### src/rtl/prach_buffer_sched.sv
// prach_buffer_sched: round-robin readout scheduler for a bank of PRACH
// capture buffers. Grants one full buffer at a time, drives the shared read
// address plus a one-hot read enable, and re-serialises the returned words
// into a single tagged sample stream.
module prach_buffer_sched #(
    parameter int NUM_CH  = 4,
    parameter int BUF_LEN = 1536,
    parameter int RD_LAT  = 3
) (
    input  logic                  clk,
    input  logic                  rst_n,
    input  logic [NUM_CH-1:0]     done_req,
    output logic [NUM_CH-1:0]     done_ack,
    output logic [10:0]           rd_addr,
    output logic [NUM_CH-1:0]     rd_en,
    input  logic [32*NUM_CH-1:0]  rd_data,
    input  logic [NUM_CH-1:0]     ctrl_ch_en,
    input  logic                  dout_rdy,
    output logic [15:0]           dout_dr,
    output logic [15:0]           dout_di,
    output logic                  dout_dv,
    output logic [7:0]            dout_chn,
    output logic                  dout_first,
    output logic                  dout_last,
    output logic                  busy
);

    localparam int CH_W  = (NUM_CH > 1) ? $clog2(NUM_CH) : 1;
    localparam int CNT_W = $clog2(RD_LAT + 2);
    localparam logic [10:0]      ADDR_LAST  = 11'(BUF_LEN - 1);
    localparam logic [CNT_W-1:0] DRAIN_LAST = CNT_W'(RD_LAT);
    localparam logic [CH_W-1:0]  CH_MAX     = CH_W'(NUM_CH - 1);

    typedef enum logic [1:0] {
        S_IDLE,
        S_GRANT,
        S_READ,
        S_DRAIN
    } state_t;

    state_t             state_q, state_d;
    logic [CH_W-1:0]    sel_q, sel_d;
    logic [CH_W-1:0]    last_q, last_d;
    logic [10:0]        addr_q, addr_d;
    logic [CNT_W-1:0]   drain_q, drain_d;
    logic [NUM_CH-1:0]  ack_q, ack_d;

    logic [NUM_CH-1:0]  pend;
    logic               hi_vld, pick_vld;
    logic [CH_W-1:0]    hi_ch, lo_ch, pick_ch;
    logic               issue;

    // Delay line tracking each issued read until its data is at rd_data
    logic [RD_LAT-1:0]            dl_vld_q, dl_first_q, dl_last_q;
    logic [RD_LAT-1:0][CH_W-1:0]  dl_chn_q;
    logic                         end_vld;
    logic [CH_W-1:0]              end_chn;
    logic [31:0]                  rd_word;

    logic [15:0] dout_dr_q, dout_di_q;
    logic        dout_dv_q, dout_first_q, dout_last_q;
    logic [7:0]  dout_chn_q;

    // Round-robin pick: lowest pending channel above last, else lowest overall.
    // A channel acked last cycle is masked so its still-high request is not
    // taken twice before the buffer has had a chance to drop it.
    always_comb begin
        pend   = done_req & ~ack_q;
        hi_vld = 1'b0;
        hi_ch  = '0;
        pick_vld = 1'b0;
        lo_ch  = '0;
        for (int i = NUM_CH - 1; i >= 0; i--) begin
            if (pend[i] && (i > int'(last_q))) begin
                hi_vld = 1'b1;
                hi_ch  = CH_W'(i);
            end
            if (pend[i]) begin
                pick_vld = 1'b1;
                lo_ch    = CH_W'(i);
            end
        end
        pick_ch = hi_vld ? hi_ch : lo_ch;
    end

    // Next-state logic for the grant / read / drain sequence
    always_comb begin
        state_d = state_q;
        sel_d   = sel_q;
        last_d  = last_q;
        addr_d  = addr_q;
        drain_d = drain_q;
        ack_d   = '0;
        unique case (state_q)
            S_IDLE: begin
                if (pick_vld) begin
                    if (!ctrl_ch_en[pick_ch]) begin
                        // disabled channel: acknowledge and discard, no readout
                        ack_d[pick_ch] = 1'b1;
                        last_d         = pick_ch;
                    end else if (dout_rdy) begin
                        ack_d[pick_ch] = 1'b1;
                        sel_d          = pick_ch;
                        last_d         = pick_ch;
                        state_d        = S_GRANT;
                    end
                end
            end
            S_GRANT: begin
                addr_d  = '0;
                state_d = S_READ;
            end
            S_READ: begin
                if (addr_q == ADDR_LAST) begin
                    drain_d = '0;
                    state_d = S_DRAIN;
                end else begin
                    addr_d = addr_q + 11'd1;
                end
            end
            S_DRAIN: begin
                if (drain_q == DRAIN_LAST) begin
                    state_d = S_IDLE;
                end else begin
                    drain_d = drain_q + 1'b1;
                end
            end
            default: state_d = S_IDLE;
        endcase
    end

    // Scheduler state registers
    always_ff @(posedge clk or negedge rst_n) begin
        if (!rst_n) begin
            state_q <= S_IDLE;
            sel_q   <= '0;
            last_q  <= CH_MAX;
            addr_q  <= '0;
            drain_q <= '0;
            ack_q   <= '0;
        end else begin
            state_q <= state_d;
            sel_q   <= sel_d;
            last_q  <= last_d;
            addr_q  <= addr_d;
            drain_q <= drain_d;
            ack_q   <= ack_d;
        end
    end

    assign issue    = (state_q == S_READ);
    assign done_ack = ack_q;
    assign rd_addr  = addr_q;
    assign busy     = (state_q != S_IDLE);

    // One-hot read enable for the granted buffer while reading
    always_comb begin
        rd_en = '0;
        if (issue) begin
            rd_en[sel_q] = 1'b1;
        end
    end

    // Delay line: valid/first/last/channel follow each read for RD_LAT cycles
    always_ff @(posedge clk or negedge rst_n) begin
        if (!rst_n) begin
            dl_vld_q   <= '0;
            dl_first_q <= '0;
            dl_last_q  <= '0;
            dl_chn_q   <= '0;
        end else begin
            dl_vld_q[0]   <= issue;
            dl_first_q[0] <= issue && (addr_q == 11'd0);
            dl_last_q[0]  <= issue && (addr_q == ADDR_LAST);
            dl_chn_q[0]   <= issue ? sel_q : '0;
            for (int i = 1; i < RD_LAT; i++) begin
                dl_vld_q[i]   <= dl_vld_q[i-1];
                dl_first_q[i] <= dl_first_q[i-1];
                dl_last_q[i]  <= dl_last_q[i-1];
                dl_chn_q[i]   <= dl_chn_q[i-1];
            end
        end
    end

    assign end_vld = dl_vld_q[RD_LAT-1];
    assign end_chn = dl_chn_q[RD_LAT-1];

    // Select the returning word of the channel at the end of the delay line
    always_comb begin
        rd_word = '0;
        for (int c = 0; c < NUM_CH; c++) begin
            if (end_chn == CH_W'(c)) begin
                rd_word = rd_data[32*c +: 32];
            end
        end
    end

    // Output register: sample fields forced to zero when not valid
    always_ff @(posedge clk or negedge rst_n) begin
        if (!rst_n) begin
            dout_dv_q    <= 1'b0;
            dout_first_q <= 1'b0;
            dout_last_q  <= 1'b0;
            dout_chn_q   <= '0;
            dout_dr_q    <= '0;
            dout_di_q    <= '0;
        end else begin
            dout_dv_q    <= end_vld;
            dout_first_q <= end_vld && dl_first_q[RD_LAT-1];
            dout_last_q  <= end_vld && dl_last_q[RD_LAT-1];
            dout_chn_q   <= end_vld ? 8'(end_chn) : 8'd0;
            dout_di_q    <= end_vld ? rd_word[31:16] : 16'd0;
            dout_dr_q    <= end_vld ? rd_word[15:0] : 16'd0;
        end
    end

    assign dout_dv    = dout_dv_q;
    assign dout_first = dout_first_q;
    assign dout_last  = dout_last_q;
    assign dout_chn   = dout_chn_q;
    assign dout_di    = dout_di_q;
    assign dout_dr    = dout_dr_q;

endmodule

### config.mk
export PLATFORM = sky130hd
export DESIGN_NAME = prach_buffer_sched
export DESIGN_NICKNAME = d
export VERILOG_FILES = /design/src/rtl/prach_buffer_sched.sv
export SDC_FILE = /design/constraint.sdc
export NUM_CORES = 1
export LEC_CHECK = 0
export BUFFER_PORTS_ARGS = -buffer_cell sky130_fd_sc_hd__clkbuf_2
export CAP_MARGIN = 10
export CORE_MARGIN = 2
export CORE_UTILIZATION = 49
export DETAILED_ROUTE_END_ITERATION = 16
export PLACE_DENSITY = 0.95
export SYNTH_ARGS = -nofsm -noshare
export SYNTH_HDL_FRONTEND = slang
export SYNTH_SLANG_ARGS = --single-unit
### constraint.sdc
create_clock -name clk -period 5.9 [get_ports clk]
set_input_delay 0.59 -clock clk [delete_from_list [all_inputs] [get_ports clk]]
set_output_delay 0.59 -clock clk [all_outputs]
set_load 0.03 [all_outputs]
== After elaboration in Yosys (flattened, before gate mapping) ==
Index checks and enable logic that the tools add are counted.

* Bits in registers: 76
* Input bits: 139
* Output and inout port bits: 63
* Word-level logic and storage cells: 112

* Bitwise operators: 2
* Muxes and demuxes: 47
* Add/subtract/negate cells: 2
* $lt $le $gt $ge: 7
* Eq/ne operators: 16
* Reduce and logical (&&, ||, !) cells: 20

{| class="wikitable"
|+ Operator list
! cell !! count
|-
| $mux 32 || 4
|-
| $mux 2 || 17
|-
| $mux 16 || 2
|-
| $pmux 11 s2 || 1
|-
| $mux 4 || 5
|-
| $ne 2x2->1 const B || 7
|-
| $add 11x1->11 const B || 1
|-
| $eq 11x11->1 const B || 1
|-
| $logic_not 11->1 || 1
|-
| $mux 11 || 1
|-
| $mux 1 || 10
|-
| $logic_and 1x1->1 || 9
|-
| $eq 2x2->1 const B || 4
|-
| $pmux 2 s4 || 1
|-
| $lt 2x3->1 const B || 2
|-
| $mux 3 || 2
|-
| $pmux 3 s2 || 1
|-
| $reduce_and 3->1 || 2
|-
| $reduce_bool 2->1 || 3
|-
| $reduce_and 5->1 || 1
|-
| $and 4x4->4 || 1
|-
| $demux 1 s2 || 2
|-
| $eq 2x1->1 const B || 2
|-
| $ge 2x1->1 const B || 2
|-
| other kinds (10) || 12
|}

== Logic depth before layout (Yosys ltp) ==
* Depth in word-level cells: 15
* Gate-level depth with buffers: 9
* Depth with buffers taken out: 9

== Worst setup path before layout ==
Ideal clock, no wire load.

* Path type: register to output
* From: reg state_q[0]
* To: out rd_en[1]
* Buffers on the path: 1
* Data arrival time: 1779 ps
* Data required time: 5310 ps
* Stages on the path, launching flop included: 6
* Setup slack: 3531 ps
* Cells stage by stage: dfrtp_1 -> inv_1 -> ha_1 -> inv_1 -> clkbuf_1 -> nor3b_1

* Longest elaborated chain between the ends: 2

{| class="wikitable"
|+ Ends and longest elaborated chain
! what !! RTL line !! RTL
|-
| start, declared || 41 || <nowiki>state_t state_q, state_d;</nowiki>
|-
| start signal, assigned || 142 || <nowiki>state_q <= state_d;</nowiki>
|-
| $eq 2x2->1 || 151 || <nowiki>assign issue = (state_q == S_READ);</nowiki>
|-
| named net issue || 51 || <nowiki>logic issue;</nowiki>
|-
| $mux 4 || 159 || <nowiki>if (issue) begin</nowiki>
|-
| end, declared || 15 || <nowiki>output logic [NUM_CH-1:0] rd_en,</nowiki>
|}

The timed path passes the listed nets, and every way through them passes these cells.

== Worst setup path after layout ==
* From: reg state_q[0]
* To: out rd_en[0]

The elaborated chain is that of the path after synthesis.

==> metrics <==
CTS tree done; H-Tree Level Count 3; clk root buf clkbuf_8; clock-pin transition on the worst setup and hold timing paths 0.08 ns; largest net degree at the start of global routing 77; die width 93 µm; Synth Register Bits 76; max layer used met4; postcts setup bufs 0; final WL 10.1 mm; Synth Cell Area 3880 µm²; hold-fix buffers at CTS 0; Max transition margin 33.2%; Pre-Repair DR Iteration Count 4; core area 7690 µm²; Antenna Nets Post-Route 0; Yosys cell types 48; Port Buf Inserts 195; RSZ-0062 raised after global routing no; worst slew pin tran 1.00 ns; final setup vio count 0; Net count, final 633; setup_tns 0 ns; post-layout min period 2.52 ns; ant diodes 0; share of cells above drive strength 1 53.8%; placer congestion estimate 0.835; fmax 396 MHz; dpl ws 3.59 ns; P per Cell Area 243 nW/µm²; Area Overhead vs Synth 32.8%; HP Class reg -> reg; total number of vias 3198; LEAKAGE 2.51 nW; Syn Area/Cell 13.2 µm²; initial antenna violation count 0; WP data arrival 1.93 ns; post-synthesis sequential area ratio 49.1%; DRT iter0 DRCs 109; Slew Limit Fails 0; critical path class reg -> out; Total Routing Usage GR 24.4%; kind of end point of the critical path primary output; DP HPWL 8.09 mm; Metal-1 WL 3.74 mm; Die Y 93 µm; io pins 202; outcome finished clean; row cnt 32; ys async rst share 100%; commonest non-fill, non-tap cell in the layout clkbuf_2; CP required 5.31 ns; post-CTS resize count 0; fin worst setup slack 3.38 ns; clk buf depth 2; Final Hold Vio Count 0; most frequent cells in the layout 194 x clkbuf_2, 73 x dfrtp_1, 38 x and2_1; Area after DPL 4890 µm²; first-pass GRT wire length 16.1 mm; dominant synthesized flop cell dfrtp_1; Clock Skew 0.0119 ns; synthesized instance count 294; Post-synth EDFFs 0; CTS buffer count 9; # DRC 0; Finished Cell Area 5160 µm²; vias in the first global route 3314; vias per cell 5.39; full die area 8650 µm²; GRT overflow 0; routed wl met2 5.37 mm; final worst-path cycle share 42.8%; maximum vdd drop 0.000149 V; Initial Utilization 50.5%; # fillers 569; clk sink count 76; max_cap viols 0; routed len/inst 17.0 µm; DR WL met3 644 µm; critical-path maximum fanout 11; Synth Warn # 0; later-pin clock latency in the skew report 0.34 ns; crit start category flop
[power breakdown]
group / total [mW] / internal, mW / leakage [nW] / switching, mW
clock: 0.453 / 0.254 / 0.115 / 0.199
combinational: 0.232 / 0.109 / 1.46 / 0.122
sequential: 0.570 / 0.549 / 0.939 / 0.0205
[through the flow]
stage                     power [mW]  std cells  hold WS, ns  utilization, %
after floorplan                0.717        299        0.294               -
after global routing            1.30        593        0.355            67.1
final                           1.25        593        0.345            67.1
after detailed placement       0.812        576        0.336            63.7
after global placement         0.801        576        0.333            63.7
after CTS                       1.27        592        0.347            66.7
[kinds of logic after synthesis]
family                     count (synthesis)  share of synthesized area, %
xor gates and xnor gates                   7                          1.58
DFF                                       76                          49.1
buffers and inverters                     27                          3.58
AOI/OAI and AO/OA                         40                          7.96
muxes                                     38                          20.5
other                                      1                        0.0966
adders and majority gates                  8                          2.58
and+or+nand+nor                           97                          14.6
[synth_stat cells, types with 2 or more instances]
| cell type | instances | share of area [%] |
|---|---|---|
| a21oi_1 | 7 | 0.90 |
| a22o_1 | 3 | 0.68 |
| and2_1 | 38 | 6.1 |
| and2b_1 | 2 | 0.39 |
| and3_1 | 4 | 0.64 |
| buf_2 | 3 | 0.39 |
| buf_4 | 7 | 1.4 |
| clkbuf_1 | 9 | 0.87 |
| dfrtp_1 | 74 | 48 |
| dfstp_2 | 2 | 1.4 |
| ha_1 | 8 | 2.6 |
| inv_1 | 7 | 0.68 |
| mux2_4 | 3 | 1.2 |
| mux2i_1 | 2 | 0.52 |
| mux4_2 | 32 | 19 |
| nand2_1 | 13 | 1.3 |
| nand2b_4 | 2 | 0.71 |
| nand3_1 | 9 | 1.2 |
| nand4_1 | 2 | 0.32 |
| nor2_1 | 11 | 1.1 |
| nor2b_1 | 5 | 0.81 |
| nor3_1 | 2 | 0.26 |
| nor4_1 | 3 | 0.48 |
| o21ai_0 | 13 | 1.7 |
| o31ai_1 | 5 | 0.97 |
| xor2_1 | 6 | 1.4 |
[state kept, by name, indices dropped and copies added, names as in the netlist]
register    flops
dl_chn_q        4
dl_first_q      3
dl_last_q       3
dl_vld_q        3
done_ack        4
dout_chn        2
dout_di        16
dout_dr        16
dout_dv         1
dout_first      1
dout_last       1
drain_q         3
end_chn         2
last_q          2
rd_addr        11
sel_q           2
state_q         2
[worst paths after layout]
check	startpoint	to	slack, ns	depth (start not counted)
max	state_q[0]$_DFFE_PN0P_	rd_en[0]	3.38	5
min	dl_last_q[0]$_DFF_PN0_	dl_last_q[1]$_DFF_PN0_	0.35	0
max reg2reg	state_q[0]$_DFFE_PN0P_	rd_addr[9]$_DFFE_PN0P_	3.61	9
min reg2reg	dl_last_q[0]$_DFF_PN0_	dl_last_q[1]$_DFF_PN0_	0.35	0
max in group asynchronous	rst_n	end_chn[0]$_DFF_PN0_	4.86	1
min in group asynchronous	rst_n	rd_addr[6]$_DFFE_PN0P_	0.38	1
[area by class of cell]
type / instances / area (µm²) / share of cell area, %
repair buffers: 196 / 1010 / 19.5
well taps: 102 / 128 / 2.48
clock buffers: 10 / 138 / 2.67
flip-flops and latches: 76 / 1910 / 37.0
clock inverters: 6 / 96.3 / 1.87
inverters: 7 / 26.3 / 0.510
multi-input cells: 196 / 1860 / 36.0
[worst max-delay path, cell delays in order, from the launching register on]
cell	delay, ns
dfrtp_1	0.41
inv_1	0.10
ha_1	0.34
inv_1	0.26
nor3_1	0.25
clkbuf_2	0.24
[layer usage]
metal	track usage [%]	vias up
met5	0	-
met4	9.56	0
met3	6.12	31
met2	43.4	143
met1	28.3	1578
li1	-	1446
No activity file was read; power rests on OpenSTA's default activity.
